<file path="src/rtl/ad7656_pkg.sv">
// ---------------------------------------------------------------------------
// ad7656_pkg
// Shared constants and types for the AD7656 sample scheduler.
//   CH_WIDTH / CH_COUNT   : one frame is CH_COUNT channels of CH_WIDTH bits
//   PERIOD_CYC_DEFAULT    : default conversion period (10 kHz at 100 MHz)
//   TIMEOUT_CYC_DEFAULT   : default start-to-done watchdog limit
//   sched_state_e         : scheduler FSM states
// ---------------------------------------------------------------------------
package ad7656_pkg;

    localparam int CH_WIDTH            = 16;
    localparam int CH_COUNT            = 6;
    localparam int FRAME_WIDTH         = CH_WIDTH * CH_COUNT;
    localparam int PERIOD_CYC_DEFAULT  = 10000;
    localparam int TIMEOUT_CYC_DEFAULT = 1000;

    // Wide enough for the largest legal period (2^24-1).
    localparam int PERIOD_CNT_W        = 24;

    typedef enum logic [1:0] {
        ST_IDLE      = 2'd0,
        ST_START     = 2'd1,
        ST_WAIT_DONE = 2'd2,
        ST_LATCH     = 2'd3
    } sched_state_e;

endpackage

</file>
<file path="src/rtl/ad7656_period_timer.sv">
// ---------------------------------------------------------------------------
// ad7656_period_timer
// Free-running period counter 0..PERIOD_CYC-1 that emits a one-cycle tick on
// the last count. The counter is held at zero while disabled, so the first
// tick after enabling arrives PERIOD_CYC cycles later.
//   sys_clk_i : system clock
//   rst_n_i   : asynchronous active-low reset
//   enable_i  : run the counter
//   tick_o    : high during the cycle the count equals PERIOD_CYC-1
// ---------------------------------------------------------------------------
module ad7656_period_timer
    import ad7656_pkg::*;
#(
    parameter int PERIOD_CYC = PERIOD_CYC_DEFAULT
) (
    input  logic sys_clk_i,
    input  logic rst_n_i,
    input  logic enable_i,
    output logic tick_o
);

    localparam logic [PERIOD_CNT_W-1:0] LAST_COUNT = PERIOD_CNT_W'(PERIOD_CYC - 1);

    logic [PERIOD_CNT_W-1:0] count_reg;

    always_ff @(posedge sys_clk_i or negedge rst_n_i) begin
        if (!rst_n_i) begin
            count_reg <= '0;
        end else if (!enable_i || count_reg == LAST_COUNT) begin
            count_reg <= '0;
        end else begin
            count_reg <= count_reg + 1'b1;
        end
    end

    assign tick_o = enable_i && (count_reg == LAST_COUNT);

endmodule

</file>
<file path="src/rtl/ad7656_sample_scheduler.sv">
// ---------------------------------------------------------------------------
// ad7656_sample_scheduler
// Schedules AD7656 conversions (periodic or one-shot), hands each conversion
// to the read driver, latches the returned six-channel frame and offers it
// to a consumer with a valid/ready handshake.
//   sys_clk_i, rst_n_i   : clock, asynchronous active-low reset
//   enable_i             : free-running periodic conversions
//   trig_i               : one-shot request, honoured only while enable_i=0
//   start_flag_o         : one-cycle start pulse to the read driver
//   convst_done_i        : one-cycle done pulse from the read driver
//   ch_data_i            : driver data, ch1 in [15:0] .. ch6 in [95:80]
//   sample_data_o        : latched frame
//   sample_valid_o       : frame available (held until sample_ready_i)
//   sample_ready_i       : consumer accepts the frame
//   sample_cnt_o         : frames produced, wraps at 2^32
//   overrun_o            : sticky; tick missed or unread frame overwritten
//   timeout_o            : sticky; driver never answered (optional)
//   clr_err_i            : clears the sticky flags
// Build option: define AD7656_SCHED_TIMEOUT_EN to add the WAIT_DONE watchdog
// and the timeout_o port. Without it WAIT_DONE waits indefinitely.
// ---------------------------------------------------------------------------
module ad7656_sample_scheduler
    import ad7656_pkg::*;
#(
    parameter int PERIOD_CYC  = PERIOD_CYC_DEFAULT,
    parameter int TIMEOUT_CYC = TIMEOUT_CYC_DEFAULT
) (
    input  logic                   sys_clk_i,
    input  logic                   rst_n_i,
    input  logic                   enable_i,
    input  logic                   trig_i,
    output logic                   start_flag_o,
    input  logic                   convst_done_i,
    input  logic [FRAME_WIDTH-1:0] ch_data_i,
    output logic [FRAME_WIDTH-1:0] sample_data_o,
    output logic                   sample_valid_o,
    input  logic                   sample_ready_i,
    output logic [31:0]            sample_cnt_o,
    output logic                   overrun_o,
`ifdef AD7656_SCHED_TIMEOUT_EN
    output logic                   timeout_o,
`endif
    input  logic                   clr_err_i
);

    sched_state_e           state_reg;
    sched_state_e           state_next;
    logic                   tick;
    logic                   latch;
    logic                   overrun_set;
    logic                   timed_out;
    logic [FRAME_WIDTH-1:0] sample_data_reg;
    logic                   sample_valid_reg;
    logic [31:0]            sample_cnt_reg;
    logic                   overrun_reg;

    ad7656_period_timer #(
        .PERIOD_CYC (PERIOD_CYC)
    ) u_period_timer (
        .sys_clk_i (sys_clk_i),
        .rst_n_i   (rst_n_i),
        .enable_i  (enable_i),
        .tick_o    (tick)
    );

`ifdef AD7656_SCHED_TIMEOUT_EN
    localparam int WAIT_W = $clog2(TIMEOUT_CYC + 1);

    logic [WAIT_W-1:0] wait_cnt_reg;
    logic              timeout_reg;

    // wait_cnt_reg is 0 on the first WAIT_DONE cycle, so reaching
    // TIMEOUT_CYC-1 without done means TIMEOUT_CYC cycles since start_flag_o.
    assign timed_out = (state_reg == ST_WAIT_DONE) && !convst_done_i &&
                       (wait_cnt_reg == WAIT_W'(TIMEOUT_CYC - 1));

    always_ff @(posedge sys_clk_i or negedge rst_n_i) begin
        if (!rst_n_i) begin
            wait_cnt_reg <= '0;
            timeout_reg  <= 1'b0;
        end else begin
            if (state_reg == ST_WAIT_DONE) begin
                wait_cnt_reg <= wait_cnt_reg + 1'b1;
            end else begin
                wait_cnt_reg <= '0;
            end
            // A set in the same cycle as a clear wins.
            if (timed_out) begin
                timeout_reg <= 1'b1;
            end else if (clr_err_i) begin
                timeout_reg <= 1'b0;
            end
        end
    end

    assign timeout_o = timeout_reg;
`else
    assign timed_out = 1'b0;

    // Keeps TIMEOUT_CYC referenced when the watchdog is compiled out.
    logic unused_timeout_cfg;
    assign unused_timeout_cfg = ^32'(TIMEOUT_CYC);
`endif

    always_comb begin
        state_next = state_reg;
        case (state_reg)
            ST_IDLE: begin
                // Periodic mode listens only to the tick, one-shot mode only
                // to trig_i.
                if (enable_i ? tick : trig_i) begin
                    state_next = ST_START;
                end
            end
            ST_START: begin
                state_next = ST_WAIT_DONE;
            end
            ST_WAIT_DONE: begin
                if (convst_done_i) begin
                    state_next = ST_LATCH;
                end else if (timed_out) begin
                    state_next = ST_IDLE;
                end
            end
            ST_LATCH: begin
                state_next = ST_IDLE;
            end
            default: begin
                state_next = ST_IDLE;
            end
        endcase
    end

    assign latch = (state_reg == ST_LATCH);

    // A tick while busy is dropped; a latch over an unaccepted frame loses
    // the old frame. Acceptance in the latch cycle is not a loss.
    assign overrun_set = (tick && state_reg != ST_IDLE) ||
                         (latch && sample_valid_reg && !sample_ready_i);

    always_ff @(posedge sys_clk_i or negedge rst_n_i) begin
        if (!rst_n_i) begin
            state_reg        <= ST_IDLE;
            sample_data_reg  <= '0;
            sample_valid_reg <= 1'b0;
            sample_cnt_reg   <= '0;
            overrun_reg      <= 1'b0;
        end else begin
            state_reg <= state_next;
            if (latch) begin
                sample_data_reg  <= ch_data_i;
                sample_valid_reg <= 1'b1;
                sample_cnt_reg   <= sample_cnt_reg + 32'd1;
            end else if (sample_ready_i) begin
                sample_valid_reg <= 1'b0;
            end
            if (overrun_set) begin
                overrun_reg <= 1'b1;
            end else if (clr_err_i) begin
                overrun_reg <= 1'b0;
            end
        end
    end

    assign start_flag_o   = (state_reg == ST_START);
    assign sample_data_o  = sample_data_reg;
    assign sample_valid_o = sample_valid_reg;
    assign sample_cnt_o   = sample_cnt_reg;
    assign overrun_o      = overrun_reg;

endmodule

</file>
<file path="config.mk">
export PLATFORM = sky130hd
export DESIGN_NAME = ad7656_sample_scheduler
export DESIGN_NICKNAME = d
export VERILOG_FILES = /design/src/rtl/ad7656_pkg.sv /design/src/rtl/ad7656_period_timer.sv /design/src/rtl/ad7656_sample_scheduler.sv
export SDC_FILE = /design/constraint.sdc
export NUM_CORES = 1
export LEC_CHECK = 0
export ABC_CLOCK_PERIOD_IN_PS = 1920
export CAP_MARGIN = 20
export CORE_ASPECT_RATIO = 0.6
export CORE_UTILIZATION = 42
export CTS_BUF_LIST = sky130_fd_sc_hd__clkbuf_8
export DETAILED_ROUTE_END_ITERATION = 10
export GPL_TIMING_DRIVEN = 0
export PLACE_DENSITY = 0.79
export SYNTH_ARGS = -nofsm -noshare
export SYNTH_HDL_FRONTEND = slang
export SYNTH_SLANG_ARGS = --single-unit
</file>
<file path="constraint.sdc">
create_clock -name sys_clk_i -period 1.92 [get_ports sys_clk_i]
set_input_delay 0.384 -clock sys_clk_i [delete_from_list [all_inputs] [get_ports sys_clk_i]]
set_output_delay 0.384 -clock sys_clk_i [all_outputs]
set_load 0.01 [all_outputs]
</file>
==> results of run 1 <==
## metal layers
metal,up-vias,global-route usage,part of all wire
li1,2250,-,-
met1,2386,0.2622,0.41
met2,186,0.3641,0.50
met3,31,0.05762,0.065
met4,0,0.07329,0.021
met5,-,0,0
## power by group
group          internal [mW]  total, mW  switching, mW  leakage (nW)
clock                   1.05       2.33           1.29         0.190
sequential              4.44       5.08          0.647          1.94
combinational           3.45       5.52           2.07          1.91
## worst max-delay path by stage
stage | end | slack [ps] | cells after the start
floorplan | u_period_timer.count_reg[16]$_DFF_PN0_ | 10 | 6
global placement | sample_data_o[31]$_DFFE_PN0N_ | -5540 | 1
detailed placement | sample_data_o[82]$_DFFE_PN0N_ | -420 | 4
CTS | u_period_timer.count_reg[20]$_DFF_PN0_ | -5 | 6
global route | u_period_timer.count_reg[12]$_DFF_PN0_ | -20 | 5
finish | u_period_timer.count_reg[8]$_DFF_PN0_ | 50 | 4
## cell usage in the layout (no fill, tap or decap), drive strengths merged, types with 8 or more instances in the layout
cell type / n
clkdlybuf4s50: 230
dfrtp: 156
mux2: 98
xnor2: 35
buf: 28
clkbuf: 27
nor2: 20
nand3: 20
inv: 20
nand4: 18
nand2: 16
a21oi: 11
nor4: 10
and3: 8
## worst max-delay path, stage by stage (launching register included)
cell	delay, ps
dfrtp_1	470
or4_4	620
o31ai_4	370
buf_4	240
nor2_1	70
## area by class of cell
class                      count  share of cell area
inverter                      14            0.005387
buffer                        14            0.008851
multi-input combinational    291              0.2619
timing repair buffer         256              0.2591
sequential                   156              0.4010
tap                          198             0.02540
clock buffer                  17             0.02399
clock inverter                15             0.01437
## logic make-up (layout without fill, tap and decap cells)
kind of cell,Yosys count,in the layout,share of synthesized area
AO/OA/AOI/OAI,29,29,0.02891
multiplexers,98,98,0.1723
XOR/XNOR,42,42,0.05743
adder cells (fa/ha/maj),6,6,0.01172
buffers and inverters,30,316,0.01836
AND/OR/NAND/NOR,116,116,0.1018
flip-flops,156,156,0.6095
## per-stage QoR
| stage | power (mW) | setup TNS [ps] | util | hold WS [ps] | instance area [um2] |
|---|---|---|---|---|---|
| floorplan | 7.539 | 0 | - | 88.41 | 6425 |
| global placement | 10.43 | -897250 | 0.6136 | 459.0 | 9005 |
| detailed placement | 10.67 | -39800 | 0.6155 | 461.4 | 9034 |
| CTS | 13.08 | -5.443 | 0.6538 | 17.35 | 9595 |
| global route | 13.66 | -68.83 | 0.6646 | 51.79 | 9754 |
| finish | 12.94 | 0 | 0.6646 | 19.96 | 9754 |
## timing repair
item / in CTS / in global routing
endpoints found under the hold margin: 0 / 0
endpoints found under the setup margin: 131 / 122
resized for setup: 30 / 26
buffers inserted: 12 / 10
pin swaps: 10 / 12
==> summary.md, run 1 <==
| Metric | Value |
|---|---|
| Outcome | `finished clean` |
| Number of synthesized flops with an enable pin | `0` |
| R2R cell count | `4` |
| Worst setup startpoint | `u_period_timer.count_reg[20]$_DFF_PN0_` |
| Violation count after the first detailed-route iteration | `239` |
| Post-Syn Area per Cell | `13.43 um2` |
| Initial cell density of the core | `0.4364` |
| CTS H-tree lvls | `4` |
| Clock root cell | `clkbuf_8` |
| Fraction of synthesized cell area taken by the top area cell type | `0.6095` |
| Global-route wire length before repair | `26.10 mm` |
| Setup slack of the critical path after layout | `~47 ps` |
| Share of async-settable or async-resettable flops after synthesis | `1.000` |
| Critical path class | `flip-flop to flip-flop` |
| Top-count cell post-synth | `dfrtp_1` |
| Startpoint types | `flip-flop` |
| Area of combinational cells with multiple inputs | `0.002555 mm2` |
| Number of DRC violations after detailed routing | `0` |
| Path category of the worst min-delay check | `input port to async pin` |
| Layout cell share with drive strength beyond 1 | `0.2647` |
| Inst Count DP | `909` |
| Maximum number of pins on one net before global-route repair | `88` |
| Max Cap Violations | `0` |
| Clock edge transition at the registers on the reported setup and hold paths | `90 ps` |
| Number of nets in the final layout | `around 860` |
| Height of the die | `97.66 um` |
| Timing-limited maximum frequency | `0.5340 GHz` |
| Leak Pwr | `4.038 nW` |
| Number of antenna diodes | `0` |
| Number of distinct standard cells referenced by the synthesized netlist | `34` |
| Most area-hungry cell type in the Yosys netlist | `dfrtp_1` |
| Placement row count | `34` |
| Unrepaired setup endpoints after global routing | `true` |
| TritonCTS sink count | `156` |
| Gp weighted congestion | `0.8264` |
| Number of port buffers | `about 230` |
| Post-synthesis cell area | `0.006405 mm2` |
| Number of buffers on the longest clock path | `2` |
| Setup WS pre-CTS | `-420.0 ps` |
| Total grt overflow | `0` |
| Ports placed on the boundary | `234` |
| Placeable core region | `0.01468 mm2` |
| Crit path capture type | `flip-flop` |
| Peak supply drop | `751.9 uV` |
| Number of global-route vias before repair | `around 5100` |
| Largest clock skew in the final design | `around 14 ps` |
| Chip width | `approximately 160 um` |
| Routed via count divided by cell count | `slightly above 5` |
| Worst slew slack as a fraction of its limit | `0.4684` |
| Non-filler cells in the finished layout | `961` |
| Total Die Area | `0.01576 mm2` |
| Net count after synthesis | `586` |
| Portion of the post-synthesis area used by sequential elements | `0.6095` |
| Number of warnings printed during yosys synthesis | `0` |
| Final setup violation count | `0` |
| Hold_buf cts | `0` |
| Most common flop cell mapped by yosys | `dfrtp_1` |
| Reg-to-Reg Start | `u_period_timer.count_reg[20]$_DFF_PN0_` |
| Final routed wire length divided by cell count | `17.30 um` |
| Most frequent cells after synthesis | `156 x dfrtp_1, 98 x mux2_2, 35 x xnor2_1` |
| Leading post-synthesis cells by cell area | `dfrtp_1 61%, mux2_2 17%, xnor2_1 4.8%` |
| Vias | `4853` |
| Largest register FFs | `96` |
| TritonCTS clock tree | `done` |
| Initial antenna violation count | `0` |
| Synthesized instance count | `477` |
| Reg area | `0.003911 mm2` |
| First-pass detailed-route iteration total | `4` |
| Slew @ Worst Pin | `797.4 ps` |
| Worst EP arrival | `2190 ps` |
| Count of filler cells inserted in the layout | `between 1000 and 1500` |
| Final worst-path cycle share | `0.9753` |
| Reg-to-reg setup timing slack | `50 ps` |
| Final count of hold timing violations | `0` |
| CTS buffer count | `17` |
| Flop and latch count out of synthesis | `156` |
| Final HPWL from detailed placement | `11.90 mm` |
| Post-route antenna net violation count | `0` |
| Area growth from synthesis to layout | `52.30%` |
| Final critical path time including I/O delays and setup | `1873 ps` |
| Total routing resource utilization after global routing | `0.2138` |
| Endpoint required time on the critical path | `2240 ps` |
| Power per cell area | `1326 mW/mm2` |
| Max-slew violation total from the final report | `0` |
| Maximum net fanout on the critical path | `10` |
| Detailed-route wire length | `about 17 mm` |
| Insertion delay to the later sink of the worst-skew pair | `430 ps` |
| Critical register-to-register path endpoint | `u_period_timer.count_reg[8]$_DFF_PN0_` |
(Power assumes the default switching activity.)
==> inputs of run 2 (changes only) <==
--- a/config.mk
+++ b/config.mk
@@ -10,6 +10,7 @@
 export CORE_ASPECT_RATIO = 0.6
 export CORE_UTILIZATION = 42
 export CTS_BUF_LIST = sky130_fd_sc_hd__clkbuf_8
+export CTS_CLUSTER_DIAMETER = 100
 export DETAILED_ROUTE_END_ITERATION = 10
 export GPL_TIMING_DRIVEN = 0
 export PLACE_DENSITY = 0.79
==> results of run 2 <==
Final layout, timing and power as in run 1 (identical DEF).
==> inputs of run 3 (changes only) <==
==> config.mk (replaced) <==
export PLATFORM = sky130hd
export DESIGN_NAME = ad7656_sample_scheduler
export DESIGN_NICKNAME = d
export VERILOG_FILES = /design/src/rtl/ad7656_pkg.sv /design/src/rtl/ad7656_period_timer.sv /design/src/rtl/ad7656_sample_scheduler.sv
export SDC_FILE = /design/constraint.sdc
export NUM_CORES = 1
export LEC_CHECK = 0
export ABC_CLOCK_PERIOD_IN_PS = 1900
export CAP_MARGIN = 20
export CORE_ASPECT_RATIO = 0.6
export CORE_UTILIZATION = 46
export CTS_BUF_LIST = sky130_fd_sc_hd__clkbuf_2 sky130_fd_sc_hd__clkbuf_4 sky130_fd_sc_hd__clkbuf_8
export DETAILED_ROUTE_END_ITERATION = 10
export GPL_TIMING_DRIVEN = 0
export PLACE_DENSITY = 0.82
export SYNTH_ARGS = -nofsm -noshare
export SYNTH_HDL_FRONTEND = slang
export SYNTH_SLANG_ARGS = --single-unit
==> constraint.sdc (replaced) <==
create_clock -name sys_clk_i -period 1.9 [get_ports sys_clk_i]
set_input_delay 0.38 -clock sys_clk_i [delete_from_list [all_inputs] [get_ports sys_clk_i]]
set_output_delay 0.38 -clock sys_clk_i [all_outputs]
set_load 0.01 [all_outputs]
==> summary.md, run 3 (synthesis gave the netlist of run 1 again) <==
| Metric | Value |
|---|---|
| Outcome | `finished, violations left (was finished clean)` |
| Placement row count | `32 (was 34)` |
| Combinational share of power | `0.432 (was 0.427)` |
| GR Util met2 | `0.3985 (was 0.3641)` |
| Vias | `4940 (was 4853)` |
| Endpoint required time on the critical path | `2220 ps (was 2240 ps)` |
| Peak supply drop | `841.3 uV (was 751.9 uV)` |
| Area growth from synthesis to layout | `53.47% (was 52.30%)` |
| Max-slew violation total from the final report | `0 (unchanged)` |
| Slew @ Worst Pin | `633.8 ps (was 797.4 ps)` |
| Final HPWL from detailed placement | `12.39 mm (was 11.90 mm)` |
| Most frequent standard cell in the layout excluding fill and tap cells | `clkdlybuf4s50_1 (unchanged)` |
| Placeable core region | `0.01321 mm2 (was 0.01468 mm2)` |
| Routing usage on met1 | `0.3279 (was 0.2622)` |
| Switching power | `4.103 mW (was 4.004 mW)` |
| Non-filler cells in the finished layout | `944 (was 961)` |
| Total Die Area | `0.01441 mm2 (was 0.01576 mm2)` |
| Critical path class | `flip-flop to flip-flop (unchanged)` |
| Power per cell area | `1330 mW/mm2 (was 1326 mW/mm2)` |
| Number of antenna diodes | `0 (unchanged)` |
| Critical register-to-register path endpoint | `sample_cnt_o[26]$_DFFE_PN0N_ (was u_period_timer.count_reg[8]$_DFF_PN0_)` |
| Final routed wire length divided by cell count | `18.52 um (was 17.30 um)` |
| Crit path capture type | `flip-flop (unchanged)` |
| TritonCTS clock tree | `done (unchanged)` |
| Number of buffers on the longest clock path | `2 (unchanged)` |
| Initial antenna violation count | `0 (unchanged)` |
| Detailed-route wire length | `17.48 mm (was 16.63 mm)` |
| Height of the die | `93.40 um (was 97.66 um)` |
| Reg-to-Reg Start | `state_reg[1]$_DFFE_PN0P_ (was u_period_timer.count_reg[20]$_DFF_PN0_)` |
| Cell internal power dissipation | `8.971 mW (was 8.934 mW)` |
| Number of port buffers | `233 (unchanged)` |
| Setup slack of the critical path after layout | `-5.446 ps (was 47.49 ps)` |
| Net switching fraction of the power | `0.3138 (was 0.3095)` |
| Final hold slack | `461.5 ps (was 19.96 ps)` |
| Maximum net fanout on the critical path | `8 (was 10)` |
| Largest register FFs | `96 (unchanged)` |
| Final count of hold timing violations | `0 (unchanged)` |
| Leak Pwr | `4.127 nW (was 4.038 nW)` |
| CTS H-tree lvls | `4 (unchanged)` |
| CTS buffer count | `17 (unchanged)` |
| Worst EP arrival | `2220 ps (was 2190 ps)` |
| Insertion delay to the later sink of the worst-skew pair | `440 ps (was 430 ps)` |
| Final setup violation count | `1 (was 0)` |
| Total grt overflow | `0 (unchanged)` |
| Clock edge transition at the registers on the reported setup and hold paths | `90 ps (about the same)` |
| TritonCTS sink count | `156 (unchanged)` |
| Number of nets in the final layout | `870 (was 859)` |
| Total routing resource utilization after global routing | `0.2436 (was 0.2138)` |
| R2R cell count | `7 (was 4)` |
| Global-route wire length before repair | `26.83 mm (was 26.10 mm)` |
| Chip width | `154.3 um (was 161.4 um)` |
| Clock root cell | `clkbuf_8 (unchanged)` |
| Maximum number of pins on one net before global-route repair | `105 (was 88)` |
| Gp weighted congestion | `0.8611 (was 0.8264)` |
| Number of DRC violations after detailed routing | `0 (unchanged)` |
| Final worst-path cycle share | `1.003 (was 0.9753)` |
| Violations in the final reports | `setup timing` |
| Worst slew slack as a fraction of its limit | `0.5743 (was 0.4684)` |
| Ports placed on the boundary | `234 (unchanged)` |
| Routed via count divided by cell count | `5.233 (was 5.050)` |
| Met3 Use GR | `0.06348 (was 0.05762)` |
| Startpoint types | `flip-flop (unchanged)` |
| Utilization after layout | `0.7439 (was 0.6646)` |
| Worst setup startpoint | `state_reg[1]$_DFFE_PN0P_ (was u_period_timer.count_reg[20]$_DFF_PN0_)` |
| Layout cell share with drive strength beyond 1 | `0.2829 (was 0.2647)` |
| Unrepaired setup endpoints after global routing | `true (unchanged)` |
| Sequential fraction of design power | `0.394 (was 0.393)` |
| Timing-limited maximum frequency | `0.5248 GHz (was 0.5340 GHz)` |
| Violation count after the first detailed-route iteration | `272 (was 239)` |
| Path category of the worst min-delay check | `input port to async pin (unchanged)` |
| Post-route antenna net violation count | `0 (unchanged)` |
| Initial cell density of the core | `0.4848 (was 0.4364)` |
| First-pass detailed-route iteration total | `4 (unchanged)` |
| Max Cap Violations | `0 (unchanged)` |
| Largest clock skew in the final design | `11.14 ps (was 14.48 ps)` |
| Number of global-route vias before repair | `5060 (was 5057)` |
| Reg-to-reg setup timing slack | `-5 ps (was 50 ps)` |
| Leading cell types in the layout, fill and taps excluded | `226 x clkdlybuf4s50_1, 145 x dfrtp_1, 98 x mux2_2 (was 230 x clkdlybuf4s50_1, 150 x dfrtp_1, 98 x mux2_2)` |
| Critical Path End | `sample_cnt_o[26]$_DFFE_PN0N_ (was u_period_timer.count_reg[8]$_DFF_PN0_)` |
| Clock network fraction of design power | `0.174 (was 0.180)` |
| Setup TNS | `-5.446 ps (was 0 ps)` |
| Final critical path time including I/O delays and setup | `1905 ps (was 1873 ps)` |
| Gr busiest metal | `met2 (unchanged)` |
| Total Power Consumption | `13.07 mW (was 12.94 mW)` |
| Inst Count DP | `881 (was 909)` |
-- run 3: through the flow --
step	area (um2)	setup WS, ps
after detailed placement	8999	-431.7
after floorplan	6425	8.388
after CTS	9588	-55.34
after global placement	8970	-5607
final	9829	-5.446
after global routing	9829	-85.60
-- run 3: how the worst min path moves through the flow --
| stage | slack (ps) | cells past startpoint | startpoint | endpoint |
|---|---|---|---|---|
| floorplan | 80 | 0 | rst_n_i | overrun_o$_DFFE_PN0P_ |
| global placement | 480 | 1 | sample_cnt_o[29]$_DFFE_PN0N_ | sample_cnt_o[29]$_DFFE_PN0N_ |
| detailed placement | 370 | 1 | rst_n_i | sample_cnt_o[20]$_DFFE_PN0N_ |
| CTS | 460 | 2 | rst_n_i | sample_cnt_o[20]$_DFFE_PN0N_ |
| global route | 500 | 2 | rst_n_i | sample_cnt_o[19]$_DFFE_PN0N_ |
| finish | 460 | 2 | rst_n_i | sample_cnt_o[23]$_DFFE_PN0N_ |
-- run 3: worst max-delay path, stage by stage, from the launching register on --
cell	delay [ps]
dfrtp_1	400
buf_6	120
ha_4	130
nand4_1	250
nor4_4	380
buf_6	180
nand4_1	140
xnor2_1	170
-- run 3: repair_timing --
item / in CTS / in global routing
endpoints found under the hold margin: 52 / 0
setup buffers: 17 / 14
hold buffers: 1 / 0
pin swaps: 7 / 14
resized for setup: 30 / 40
setup endpoints to repair: 134 / 135
-- run 3: power groups by stage --
stage	clock, mW	combinational, mW	sequential [mW]
after floorplan	0	1.95	5.67
after global placement	0	5.43	5.11
final	2.28	5.65	5.15
after CTS	2.33	5.65	5.14
after detailed placement	0	5.57	5.20
after global routing	2.48	5.97	5.30
-- run 3: layout make-up --
class / count / area, um2
plain buffers: 15 / 90.09
clock buffers: 18 / 247.7
clock inverters: 14 / 111.4
fillers: 814 / 3383
inverters: 14 / 52.55
multi-input cells: 291 / 2579
flip-flops and latches: 156 / 3918
well taps: 170 / 212.7
repair buffers: 266 / 2619
-- run 3: metal layers --
layer / wire [um] / part of all wire
met1: 7409 / 0.42
met2: 8733 / 0.50
met3: 1237 / 0.071
met4: 98 / 0.0056
met5: 0 / 0
